--- src/rtl/shape_processor_scheduler_if.sv ---
// Requester, shape-processor and response signals of shape_processor_scheduler.
// The master modport is the scheduler's view, the slave modport the environment's view.
interface shape_processor_scheduler_if #(
  parameter int ERR_CNT_W = 8
);
  logic                 req0_valid;
  logic                 req1_valid;
  logic [31:0]          req0_data;
  logic [31:0]          req1_data;
  logic                 req0_ready;
  logic                 req1_ready;
  logic                 write;
  logic [31:0]          write_data;
  logic                 read;
  logic [31:0]          read_data;
  logic                 error;
  logic                 rsp_valid;
  logic                 rsp_ready;
  logic                 rsp_id;
  logic [31:0]          rsp_data;
  logic                 rsp_error;
  logic [ERR_CNT_W-1:0] err_count;

  modport master (
    input  req0_valid, req1_valid, req0_data, req1_data, read_data, error, rsp_ready,
    output req0_ready, req1_ready, write, write_data, read, rsp_valid, rsp_id, rsp_data,
           rsp_error, err_count
  );

  modport slave (
    output req0_valid, req1_valid, req0_data, req1_data, read_data, error, rsp_ready,
    input  req0_ready, req1_ready, write, write_data, read, rsp_valid, rsp_id, rsp_data,
           rsp_error, err_count
  );
endinterface

--- src/rtl/shape_processor_scheduler.sv ---
// Round-robin scheduler of two CTRL writers onto a shape processor: write, reject check,
// optional readback (macro SHAPE_PROCESSOR_SCHEDULER_READBACK_EN), then one response.
module shape_processor_scheduler #(
  parameter int ERR_CNT_W = 8
) (
  input logic                         clk,
  input logic                         rst_n,
  shape_processor_scheduler_if.master bus
);
`ifdef SHAPE_PROCESSOR_SCHEDULER_READBACK_EN
  typedef enum logic [2:0] {IDLE = 3'd0, WRITE = 3'd1, CHECK = 3'd2, READ = 3'd3, RESP = 3'd4} state_t;
`else
  typedef enum logic [2:0] {IDLE = 3'd0, WRITE = 3'd1, CHECK = 3'd2, RESP = 3'd4} state_t;
`endif

  localparam logic [ERR_CNT_W-1:0] ERR_MAX = {ERR_CNT_W{1'b1}};
  localparam logic [ERR_CNT_W-1:0] ERR_ONE = ERR_CNT_W'(1'b1);

  state_t               state;
  state_t               state_next;
  logic                 last_id;
  logic                 grant_any;
  logic                 grant_id;
  logic [ERR_CNT_W-1:0] err_count;

`ifndef SHAPE_PROCESSOR_SCHEDULER_READBACK_EN
  logic unused_read_data;
  assign unused_read_data = ^bus.read_data;
`endif

  // Next-state logic and round-robin grant; a tie goes to the requester not granted last.
  always_comb begin
    state_next = state;
    grant_any  = 1'b0;
    grant_id   = 1'b0;
    case (state)
      IDLE: begin
        if (bus.req0_valid && bus.req1_valid) begin
          grant_any = 1'b1;
          grant_id  = ~last_id;
        end else if (bus.req0_valid || bus.req1_valid) begin
          grant_any = 1'b1;
          grant_id  = bus.req1_valid;
        end else begin
          grant_any = 1'b0;
        end
        state_next = grant_any ? WRITE : IDLE;
      end
      WRITE: state_next = CHECK;
`ifdef SHAPE_PROCESSOR_SCHEDULER_READBACK_EN
      CHECK: state_next = READ;
      READ:  state_next = RESP;
`else
      CHECK: state_next = RESP;
`endif
      RESP: begin
        if (bus.rsp_valid && bus.rsp_ready) begin
          state_next = IDLE;
        end else begin
          state_next = RESP;
        end
      end
      default: state_next = IDLE;
    endcase
  end

  // The accept strobe must coincide with the grant decision, so it cannot be registered.
  assign bus.req0_ready = rst_n && grant_any && !grant_id;
  assign bus.req1_ready = rst_n && grant_any && grant_id;
  assign bus.err_count  = err_count;

  // State register.
  always_ff @(posedge clk or negedge rst_n) begin
    if (!rst_n) begin
      state <= IDLE;
    end else begin
      state <= state_next;
    end
  end

  // Registered strobes and response payload, aligned with the state they belong to.
  always_ff @(posedge clk or negedge rst_n) begin
    if (!rst_n) begin
      bus.write      <= 1'b0;
      bus.read       <= 1'b0;
      bus.rsp_valid  <= 1'b0;
      bus.rsp_id     <= 1'b0;
      bus.rsp_error  <= 1'b0;
      bus.write_data <= 32'h0000_0000;
      bus.rsp_data   <= 32'h0000_0000;
      err_count      <= {ERR_CNT_W{1'b0}};
      last_id        <= 1'b1;
    end else begin
      bus.write     <= (state_next == WRITE);
      bus.rsp_valid <= (state_next == RESP);
`ifdef SHAPE_PROCESSOR_SCHEDULER_READBACK_EN
      bus.read      <= (state_next == READ);
      if (state == READ) begin
        bus.rsp_data <= bus.read_data;
      end
`else
      bus.read      <= 1'b0;
      bus.rsp_data  <= 32'h0000_0000;
`endif
      if (grant_any) begin
        bus.write_data <= grant_id ? bus.req1_data : bus.req0_data;
        bus.rsp_id     <= grant_id;
        last_id        <= grant_id;
      end
      if (state == CHECK) begin
        bus.rsp_error <= bus.error;
        if (bus.error && (err_count != ERR_MAX)) begin
          err_count <= err_count + ERR_ONE;
        end
      end
    end
  end
endmodule

--- src/flat_wrapper.sv ---
// flat-port wrapper written by rule: the top's interface ports become plain ports
module shape_processor_scheduler_flat 
#(
  parameter int ERR_CNT_W = 8
)
  (clk, rst_n, bus_req0_valid, bus_req1_valid, bus_req0_data, bus_req1_data, bus_read_data, bus_error, bus_rsp_ready, bus_req0_ready, bus_req1_ready, bus_write, bus_write_data, bus_read, bus_rsp_valid, bus_rsp_id, bus_rsp_data, bus_rsp_error, bus_err_count);
  shape_processor_scheduler_if #(.ERR_CNT_W(ERR_CNT_W)) bus_i ();
  input logic clk;
  input logic rst_n;
  input wire logic [$bits(bus_i.req0_valid)-1:0] bus_req0_valid;
  input wire logic [$bits(bus_i.req1_valid)-1:0] bus_req1_valid;
  input wire logic [$bits(bus_i.req0_data)-1:0] bus_req0_data;
  input wire logic [$bits(bus_i.req1_data)-1:0] bus_req1_data;
  input wire logic [$bits(bus_i.read_data)-1:0] bus_read_data;
  input wire logic [$bits(bus_i.error)-1:0] bus_error;
  input wire logic [$bits(bus_i.rsp_ready)-1:0] bus_rsp_ready;
  output wire logic [$bits(bus_i.req0_ready)-1:0] bus_req0_ready;
  output wire logic [$bits(bus_i.req1_ready)-1:0] bus_req1_ready;
  output wire logic [$bits(bus_i.write)-1:0] bus_write;
  output wire logic [$bits(bus_i.write_data)-1:0] bus_write_data;
  output wire logic [$bits(bus_i.read)-1:0] bus_read;
  output wire logic [$bits(bus_i.rsp_valid)-1:0] bus_rsp_valid;
  output wire logic [$bits(bus_i.rsp_id)-1:0] bus_rsp_id;
  output wire logic [$bits(bus_i.rsp_data)-1:0] bus_rsp_data;
  output wire logic [$bits(bus_i.rsp_error)-1:0] bus_rsp_error;
  output wire logic [$bits(bus_i.err_count)-1:0] bus_err_count;
  assign bus_i.req0_valid = bus_req0_valid;
  assign bus_i.req1_valid = bus_req1_valid;
  assign bus_i.req0_data = bus_req0_data;
  assign bus_i.req1_data = bus_req1_data;
  assign bus_i.read_data = bus_read_data;
  assign bus_i.error = bus_error;
  assign bus_i.rsp_ready = bus_rsp_ready;
  assign bus_req0_ready = bus_i.req0_ready;
  assign bus_req1_ready = bus_i.req1_ready;
  assign bus_write = bus_i.write;
  assign bus_write_data = bus_i.write_data;
  assign bus_read = bus_i.read;
  assign bus_rsp_valid = bus_i.rsp_valid;
  assign bus_rsp_id = bus_i.rsp_id;
  assign bus_rsp_data = bus_i.rsp_data;
  assign bus_rsp_error = bus_i.rsp_error;
  assign bus_err_count = bus_i.err_count;
  shape_processor_scheduler #(.ERR_CNT_W(ERR_CNT_W)) u_core (.clk(clk), .rst_n(rst_n), .bus(bus_i));
endmodule
--- config.mk ---
export PLATFORM = sky130hd
export DESIGN_NAME = shape_processor_scheduler_flat
export DESIGN_NICKNAME = d
export VERILOG_FILES = /design/src/rtl/shape_processor_scheduler_if.sv /design/src/rtl/shape_processor_scheduler.sv /design/src/flat_wrapper.sv
export SDC_FILE = /design/constraint.sdc
export NUM_CORES = 1
export LEC_CHECK = 0
export CAP_MARGIN = 40
export CORE_MARGIN = 2
export CORE_UTILIZATION = 55
export DETAILED_ROUTE_END_ITERATION = 12
export DONT_BUFFER_PORTS = 1
export PLACE_DENSITY = 0.79
export SETUP_SLACK_MARGIN = 0.1
export SLEW_MARGIN = 20
export SYNTH_ARGS = -nofsm -noshare
export SYNTH_HDL_FRONTEND = slang
export SYNTH_SLANG_ARGS = --single-unit
export TNS_END_PERCENT = 10
--- constraint.sdc ---
create_clock -name clk -period 2.2 [get_ports clk]
set_input_delay 0.22 -clock clk [delete_from_list [all_inputs] [get_ports clk]]
set_output_delay 0.22 -clock clk [all_outputs]
set_load 0.03 [all_outputs]
==> metrics.txt <==
htree depth=2; worst hold path type=in2reg; clock slew at reported path FFs=0.09 ns; Yosys reg bits=48; gpl congestion=roughly 0.77; drt pass-1 iters=4; max-cap violations=0; Post-CTS Setup Repair Bufs=0; RSZ-0062 raised after global routing=no; Hold Fails Final Rpt=0; top-area cell type share of the netlist area=42.9%; largest net degree at the start of global routing=65; first-pass GRT wire length=about 9000 um; Inst Count DP=343; clk_skew=0.00966 ns; Setup CP Type=reg2out; Seq/Total Area, Yosys=43.9%; most instantiated cells after synthesis=47 x dfrtp_1, 34 x a21oi_1, 34 x buf_4, 32 x a31oi_1, 32 x nand3b_1; Initial Util=57.6%; setup slack after placement=0.323 ns; Worst Setup SP=u_core.state[0]; Setup TNS=0 ns; final setup fails=0; Top FF cell, synth=dfrtp_1; number of synthesized flops with an enable pin=0; Vias/cell=6.03; layout overhead on the synthesized area=1.69%; num ports=about 180; initial antenna violation count=0; DRC violations left=0; Die ar.=approximately 5600 um^2; PortBufs=0; DR iter-0 viols=124; Routed Antenna Nets=0; Final min period=approximately 2.0 ns; Slew Limit Fails=0; Min-Delay Startpoint=bus_req0_data[8]; Worst slew margin=61.6%; gr ovfl total=0; period utilisation layout=~90%; core area=4750 um^2; CP Data Arrival Time=between 1.5 and 2 ns; reg-to-reg startpoint=u_core.state[0]; Clock Tree Root=clkbuf_8; power per cell area=1570 nW/um^2; final worst slack=0.175 ns; Die Wd=74.6 um; global-route usage over all layers=21.1%; Ant. Diodes=0; Worst IR Drop VDD=0.000630 V; final wirelength=6100 um; Rows=25; Avg WL per Cell=17.3 um; Post-Syn Area per Cell=9.42 um^2; DP Wirelength=between 4000 and 5000 um; synthesized cell area=between 2000 and 3000 um^2; vias in the first global route=1897; Cell variety after synth=41; worst skew pair latency=0.29 ns; total power=0.00438 W; share of cells above drive strength 1=12.2%; P_leak=1.11 nW; Synth Warn #=0; most common cell in the synthesized netlist=dfrtp_1; Fmax=around 0.5 GHz; status=finished clean; asr flop ratio synth=100%; Synth Instances=291; nets@finish=388; Critical Path RT=1.98 ns; Synth area leader=dfrtp_1; Clock Path Buffers=2; TritonCTS buffer count=5; Crit. End Element=output port; CP Launch Type=register; DR vias=2127; chip height=between 70 and 80 um; Synth area leaders=dfrtp_1 43%, buf_4 9.3%, nand3b_1 8.8%, a31oi_1 7.3%, a21oi_1 6.2%; Slew @ Worst Pin=0.576 ns; CTS tree=done; worst-path fanout max=9; Post-DP Area=2650 um^2; final cell count without fillers=about 350; design area=2790 um^2; clk sink count=48
-- cell usage in the layout (no fill, tap or decap), drive strengths merged, types with 3 or more instances in the layout --
cell and n:
a21oi 34, a31oi 32, buf 12, clkbuf 6, conb 33, dfrtp 47, inv 4, mux2 5
nand2 9, nand3b 32, nor2 4, nor3 3, o21ai 35
-- registers in the layout, indices dropped and copies added (netlist names) --
register	cells
u_core.bus.write_data	32
u_core.state	3
u_core.bus.rsp_valid	1
u_core.bus.rsp_id	1
u_core.bus.err_count	8
u_core.bus.write	1
u_core.bus.rsp_error	1
u_core.last_id	1
-- critical path, stage by stage (launching register included) --
cell	delay, ns
dfrtp_2	0.49
or4b_4	0.55
nor2_2	0.20
and2_2	0.27
-- cell families (layout without fill, tap and decap cells) --
group	after synthesis	count (layout)	share of synthesized area (%)
and+or+nand+nor	66	66	16.9
adders and majority gates	1	1	0.457
buffers and inverters	62	25	14.5
muxes	6	6	2.42
other	1	33	0.137
DFF	48	48	43.9
xor gates and xnor gates	1	1	0.320
AOI/OAI and AO/OA	106	106	21.4
-- through the flow --
| stage | hold WS [ns] | util, % |
|---|---|---|
| finish | 0.0947 | 58.6 |
| global route | 0.0801 | 58.6 |
| CTS | 0.0868 | 58.6 |
| detailed placement | -0.0748 | 55.8 |
| global placement | -0.0748 | 55.8 |
| floorplan | -0.0756 | - |
-- what timing repair did --
item,CTS,global route
hold endpoints to repair,48,0
resized for setup,2,1
hold buffers,2,0
setup endpoints to repair,2,2
-- layer usage --
metal	GRT usage [%]	part of all wire (%)	vias to the layer above
met5	0	0	-
met4	7.74	1.3	0
met3	5.69	9.0	6
met2	35.3	50	109
met1	26.4	40	1032
li1	-	-	980
-- final timing paths --
path,slack [ns],end,cells after the start
max,0.17,bus_req1_ready,3
min,0.09,u_core.bus.write_data[8],2
max reg2reg,0.40,u_core.bus.write_data[9],4
min reg2reg,0.51,u_core.last_id,1
max in group asynchronous,1.47,u_core.last_id,2
min in group asynchronous,0.43,u_core.bus.err_count[5],2
-- layout make-up --
type,count,area (um^2)
Fill cell,424,1970
Multi-Input combinational cell,213,1270
Sequential cell,48,1200
Timing Repair Buffer,13,120
Tap cell,67,83.8
Clock buffer,6,82.6
Inverter,4,15.0
Clock inverter,2,10.0
-- report_power, final --
group,internal [W],total [W],switching [W]
logic,0.000579,0.00156,0.000982
registers,0.00128,0.00229,0.00101
clock network,0.000251,0.000530,0.000279
total,0.00211,0.00438,0.00227
(Power assumes the default switching activity.)
==> patch 1, RTL diff (config.mk and constraints unchanged) <==
Reset style: synchronous (`rst_n`), changed in 2 clocked blocks.
--- a/src/rtl/shape_processor_scheduler.sv
+++ b/src/rtl/shape_processor_scheduler.sv
@@ -72,3 +72,3 @@
   // State register.
-  always_ff @(posedge clk or negedge rst_n) begin
+  always_ff @(posedge clk) begin
     if (!rst_n) begin
@@ -81,3 +81,3 @@
   // Registered strobes and response payload, aligned with the state they belong to.
-  always_ff @(posedge clk or negedge rst_n) begin
+  always_ff @(posedge clk) begin
     if (!rst_n) begin
Check against the original RTL: differs if rst_n is asserted again (counterexample within 4 cycles, from zero or initial values and one cycle with rst_n low); with rst_n held inactive, the same outputs for 10 cycles.
==> patch 1 against the unedited design <==
First-iteration DRC count decreased by 62%; count of clock-buffer cells in the layout unchanged; setup slack improved by 0.15 ns; wire length decreased by 25%; final area decreased by 18%; fmax increased by 7.8%; via count decreased by 15%; synthesized cell count decreased by 3.1%; area after synthesis decreased by 16%; sequential cell count unchanged; critical path type unchanged; critical endpoint unchanged.
Power is not compared: it rests on default switching activity, and its combinational part moved more than twofold at a synthesized area within 25%.
==> patch 1: results (changes against the unedited design) <==
status=complete, no violations; Post-Synth Adder-Cell Area=0.547% (+0.090 points); postcts setup bufs=0 (unchanged); placed cells=322 (-6.1%); share of the yosys chip area belonging to registers=42.0% (-1.9 points); Worst Path Max Fanout=15 (+6); number of port buffers=0 (unchanged); biggest regs=u_core.bus.write_data: 32 flops, u_core.bus.err_count: 8 flops, u_core.state: 3 flops; hpwl dp=3270 um (-20%); Min-Delay Path Class=in -> reg; Ys Warns=0 (unchanged); top layer in use=met4; routed wl met3=475 um (-14%); pin count of the biggest net entering global routing=53 (-18%); DRT iter0 DRCs=47 (-62%); asr flop ratio synth=0% (-100 points); synth top area cells=dfxtp_1 (42%), buf_4 (12%), nand2_1 (11%), a31oi_1 (8.7%), o21ai_0 (4.6%); first-pass GRT wire length=6550 um (-28%); Gate power share=~17%; Lkg Pwr=0.969 nW; Synth Flop Type=dfxtp_1; drt pass-1 iters=4 (unchanged); Crit-path slowest cell=dfxtp_1; initial antenna violation count=0 (unchanged); Total GRT Usage=18.5% (-2.6 points); wire length per cell=14.0 um (-19%); nets=382 (-1.5%); post-cts gate resize count=0 (-2); routability cong.=0.767 (-0.99%); Reg clk slew, reported paths=0.08 ns; Crit path largest cell delay=0.37 ns (-0.18 ns); xor/xnor share of the synthesized area=1.53% (+1.2 points); met2 routed WL=2240 um (-26%); non-filler instance count after layout=329 (-6.8%); Compound-Gate Fraction of Synth Area=20.6% (-0.81 points); cts bufs inserted=5 (unchanged); top cells by count, synth=nand2_1 (67), dfxtp_1 (48), buf_4 (36); proportion of synthesized area in mux cells=0.875% (-1.5 points); unique cell type count in the Yosys netlist=35 (-15%); H-tree Lvls=2 (unchanged); gr ovfl total=0 (unchanged); CP Data Arrival Time=1.66 ns (-0.15 ns); metal1 wirelength=1840 um (-24%); endpoints failing setup=0 (unchanged); Post-DP Area=0.00221 mm2 (-17%); P_seq=1.22 mW; share of cells above drive strength 1=7.53% (-4.7 points); skew final=0.00559 ns (-0.00407 ns); CTS Root Buffer Type=clkbuf_8; drt via density=5.49 (-8.9%); Final Hold Fails=0 (unchanged); vias in the first global route=1560 (-18%); Syn Inst Count=282 (-3.1%); # diodes=0 (unchanged)
-- patch 1: cell types whose count changed in the layout (fill, tap and decap cells not counted), moves of 19 or more --
cell	change
o21ai_1	-19
dfrtp_1	-46
nand3b_1	-31
nand2_1	+58
a21oi_1	-32
dfxtp_1	+48
-- patch 1: worst paths after layout --
check | startpoint | end | slack [ns] | depth (start not counted)
min reg2reg | u_core.last_id$_SDFFE_PN1N_ | u_core.last_id$_SDFFE_PN1N_ | 0.51 | 2
max reg2reg | u_core.bus.err_count[1]$_SDFFE_PN0P_ | u_core.bus.err_count[1]$_SDFFE_PN0P_ | 0.55 | 5
max | u_core.state[2]$_SDFF_PN0_ | bus_req1_ready | 0.32 | 4
min | rst_n | u_core.last_id$_SDFFE_PN1N_ | 0.04 | 1
-- patch 1: critical path, delay by kind of cell (launching register included) --
| family | cells | cell delay, ns |
|---|---|---|
| DFF | 1 | 0.37 |
| buffers and inverters | 1 | 0.21 |
| and+or+nand+nor | 3 | 0.80 |
-- patch 1: layout make-up --
type | instances | area (um2)
clock buffer | 6 | 72.6
clock inverter | 1 | 5.00
fill | 381 | 1720
inverter | 1 | 3.75
multi-input combinational | 213 | 1100
sequential | 48 | 961
tap | 50 | 62.6
timing repair buffer | 10 | 75.1
-- patch 1: stage by stage --
step | setup slack [ns] | util [%] | hold slack [ns]
after floorplan | 0.682 | - | 0.372
after global placement | 0.605 | 55.2 | 0.314
after detailed placement | 0.567 | 55.2 | 0.324
after CTS | 0.294 | 57.1 | 0.0191
after global routing | 0.213 | 57.1 | 0.0112
final | 0.321 | 57.1 | 0.0411
-- patch 1: routing by layer --
layer / GRT usage (%) / vias up
met2: 32.6 / 85
met1: 20.1 / 822
met3: 6.82 / 4
met4: 7.00 / 0
met5: 0 / -
li1: - / 895
==> patch 2, RTL diff (same flow settings) <==
Made on the original files. Build with the macro `SHAPE_PROCESSOR_SCHEDULER_READBACK_EN` defined.
--- a/src/rtl/shape_processor_scheduler.sv
+++ b/src/rtl/shape_processor_scheduler.sv
@@ -2,2 +2,4 @@
 // optional readback (macro SHAPE_PROCESSOR_SCHEDULER_READBACK_EN), then one response.
+`define SHAPE_PROCESSOR_SCHEDULER_READBACK_EN
+
 module shape_processor_scheduler #(
Behaviour: not the same (Yosys sat finds a counterexample within 4 cycles, from zero or initial values and one cycle with rst_n low).
==> patch 2 against the unedited design <==
The flow now finishes with violations (design-rule violations, negative hold slack); sequential cell count increased by 33; clock power increased by 120%; final area increased by 46%; synthesized cell count decreased by 19%; register-to-register slack got worse by 0.03 ns; wire length increased by 9.0%; power increased by 61%; area after synthesis increased by 34%; cell count decreased by 4.5%; fmax increased by 4.2%; setup slack improved by 0.081 ns; via count decreased by 7.6%; critical path type unchanged; critical endpoint unchanged.
==> patch 2: results (changes against the unedited design) <==
status=complete, but fails checks; failing checks=design-rule violations, negative hold slack; Syn Inst Count=236 (-19%); routability cong.=0.725 (-6.3%); WHS=-0.442 ns (-0.537 ns); H-tree Lvls=3 (+1); share of cells above drive strength 1=48.1% (+36 points); Worst Path Max Fanout=10 (+1); Placement Setup Slack=0.380 ns (+0.0575 ns); DRC Markers=13 (+13); synth top area cells=dfrtp_1 (54%), mux2_2 (24%), mux2_4 (8.2%), buf_12 (1.6%), buf_6 (1.5%); Post-Route WL=6660 um (+9.0%); DRT iter0 DRCs=66 (-47%); Sw Share=43.5% (-8.3 points); Period minus WS final=1.94 ns (-0.0811 ns); Peak VDD IR=0.997 mV (+58%); cts bufs inserted=9 (+4); R2R setup slack=0.37 ns (-0.03 ns); Lkg Pwr=1.74 nW (+57%); hpwl dp=4660 um (+14%); reg2reg start=u_core.bus.err_count[1]$_DFFE_PN0P_; Vias=1965 (-7.6%); worst slew pin tran=0.451 ns (-0.125 ns); Final Hold Fails=81 (+81); CP Data Arrival Time=1.72 ns (-0.09 ns); drt pass-1 iters=8 (+4); top cells by count, synth=dfrtp_1 (80), mux2_2 (79), mux2_4 (20)
[patch 2: cell types whose count changed in the layout (fill, tap and decap cells not counted), moves of 4 or more]
cell,unedited run,this run
dlygate4sd3_1,1,14
mux2_2,4,79
conb_1,33,0
nand3b_1,32,1
o21ai_1,30,0
a31oi_1,32,1
buf_4,11,5
dfrtp_1,46,80
xnor2_1,1,5
a21oi_1,34,1
mux2_4,0,20
[patch 2: area by class of cell]
class,count,area [um2],share of cell area [%]
flip-flops and latches,81,2030,50.0
inverters,1,3.75,0.0926
clock buffers,10,128,3.15
clock inverters,6,90.1,2.22
well taps,77,96.3,2.38
multi-input cells,142,1510,37.3
repair buffers,20,198,4.88
[patch 2: power groups by stage]
stage / clock network (mW) / logic (mW) / registers, mW
floorplan: 0 / 1.68 / 3.99
global placement: 0 / 1.65 / 4.17
detailed placement: 0 / 1.71 / 4.19
CTS: 1.21 / 1.73 / 4.16
global route: 1.27 / 1.89 / 4.23
finish: 1.18 / 1.73 / 4.14
[patch 2: layer usage]
layer / track usage, % / vias to the layer above / part of all wire [%]
li1: - / 891 / -
met1: 22.3 / 977 / 39
met2: 28.1 / 89 / 51
met3: 6.26 / 8 / 7.7
met4: 9.38 / 0 / 1.9
met5: 0 / - / 0
[patch 2: through the flow]
step	utilization, %	total power, mW	cell area, um2
floorplan	-	5.67	3680
global placement	57.5	5.82	3690
detailed placement	57.5	5.90	3690
CTS	62.0	7.10	3980
global route	63.1	7.39	4060
finish	63.1	7.04	4060
[patch 2: cells by family (layout without fill, tap and decap cells)]
family          after synthesis  count (layout)  synth area share (%)
buf+inv                      13              37                  4.08
xor+xnor                      5               5                  1.19
flops                        81              81                  55.1
simple gates                 25              25                  4.25
compound gates               10              10                  2.14
mux                         101             101                  32.9
fa+ha+maj                     1               1                 0.340
[patch 2: critical path, stage by stage (launching register included)]
cell	delay [ns]
dfrtp_1	0.47
nor3_4	0.29
o21a_4	0.24
and4_1	0.22
buf_4	0.16
[patch 2: how the worst max path moves through the flow]
stage,startpoint,end
final,u_core.state[2]$_DFF_PN0_,bus_req1_ready
after global routing,u_core.last_id$_DFFE_PN1P_,bus_req0_ready
after CTS,u_core.state[2]$_DFF_PN0_,bus_req1_ready
after detailed placement,u_core.bus.err_count[1]$_DFFE_PN0P_,u_core.bus.err_count[1]$_DFFE_PN0P_
after global placement,u_core.bus.err_count[1]$_DFFE_PN0P_,u_core.bus.err_count[1]$_DFFE_PN0P_
after floorplan,u_core.bus.err_count[0]$_DFFE_PN0P_,u_core.bus.err_count[1]$_DFFE_PN0P_
[patch 2: timing repair]
action	4_1_cts	5_1_grt
resized for setup	0	1
setup endpoints to repair	0	1
hold endpoints to repair	88	88
hold buffers	7	7
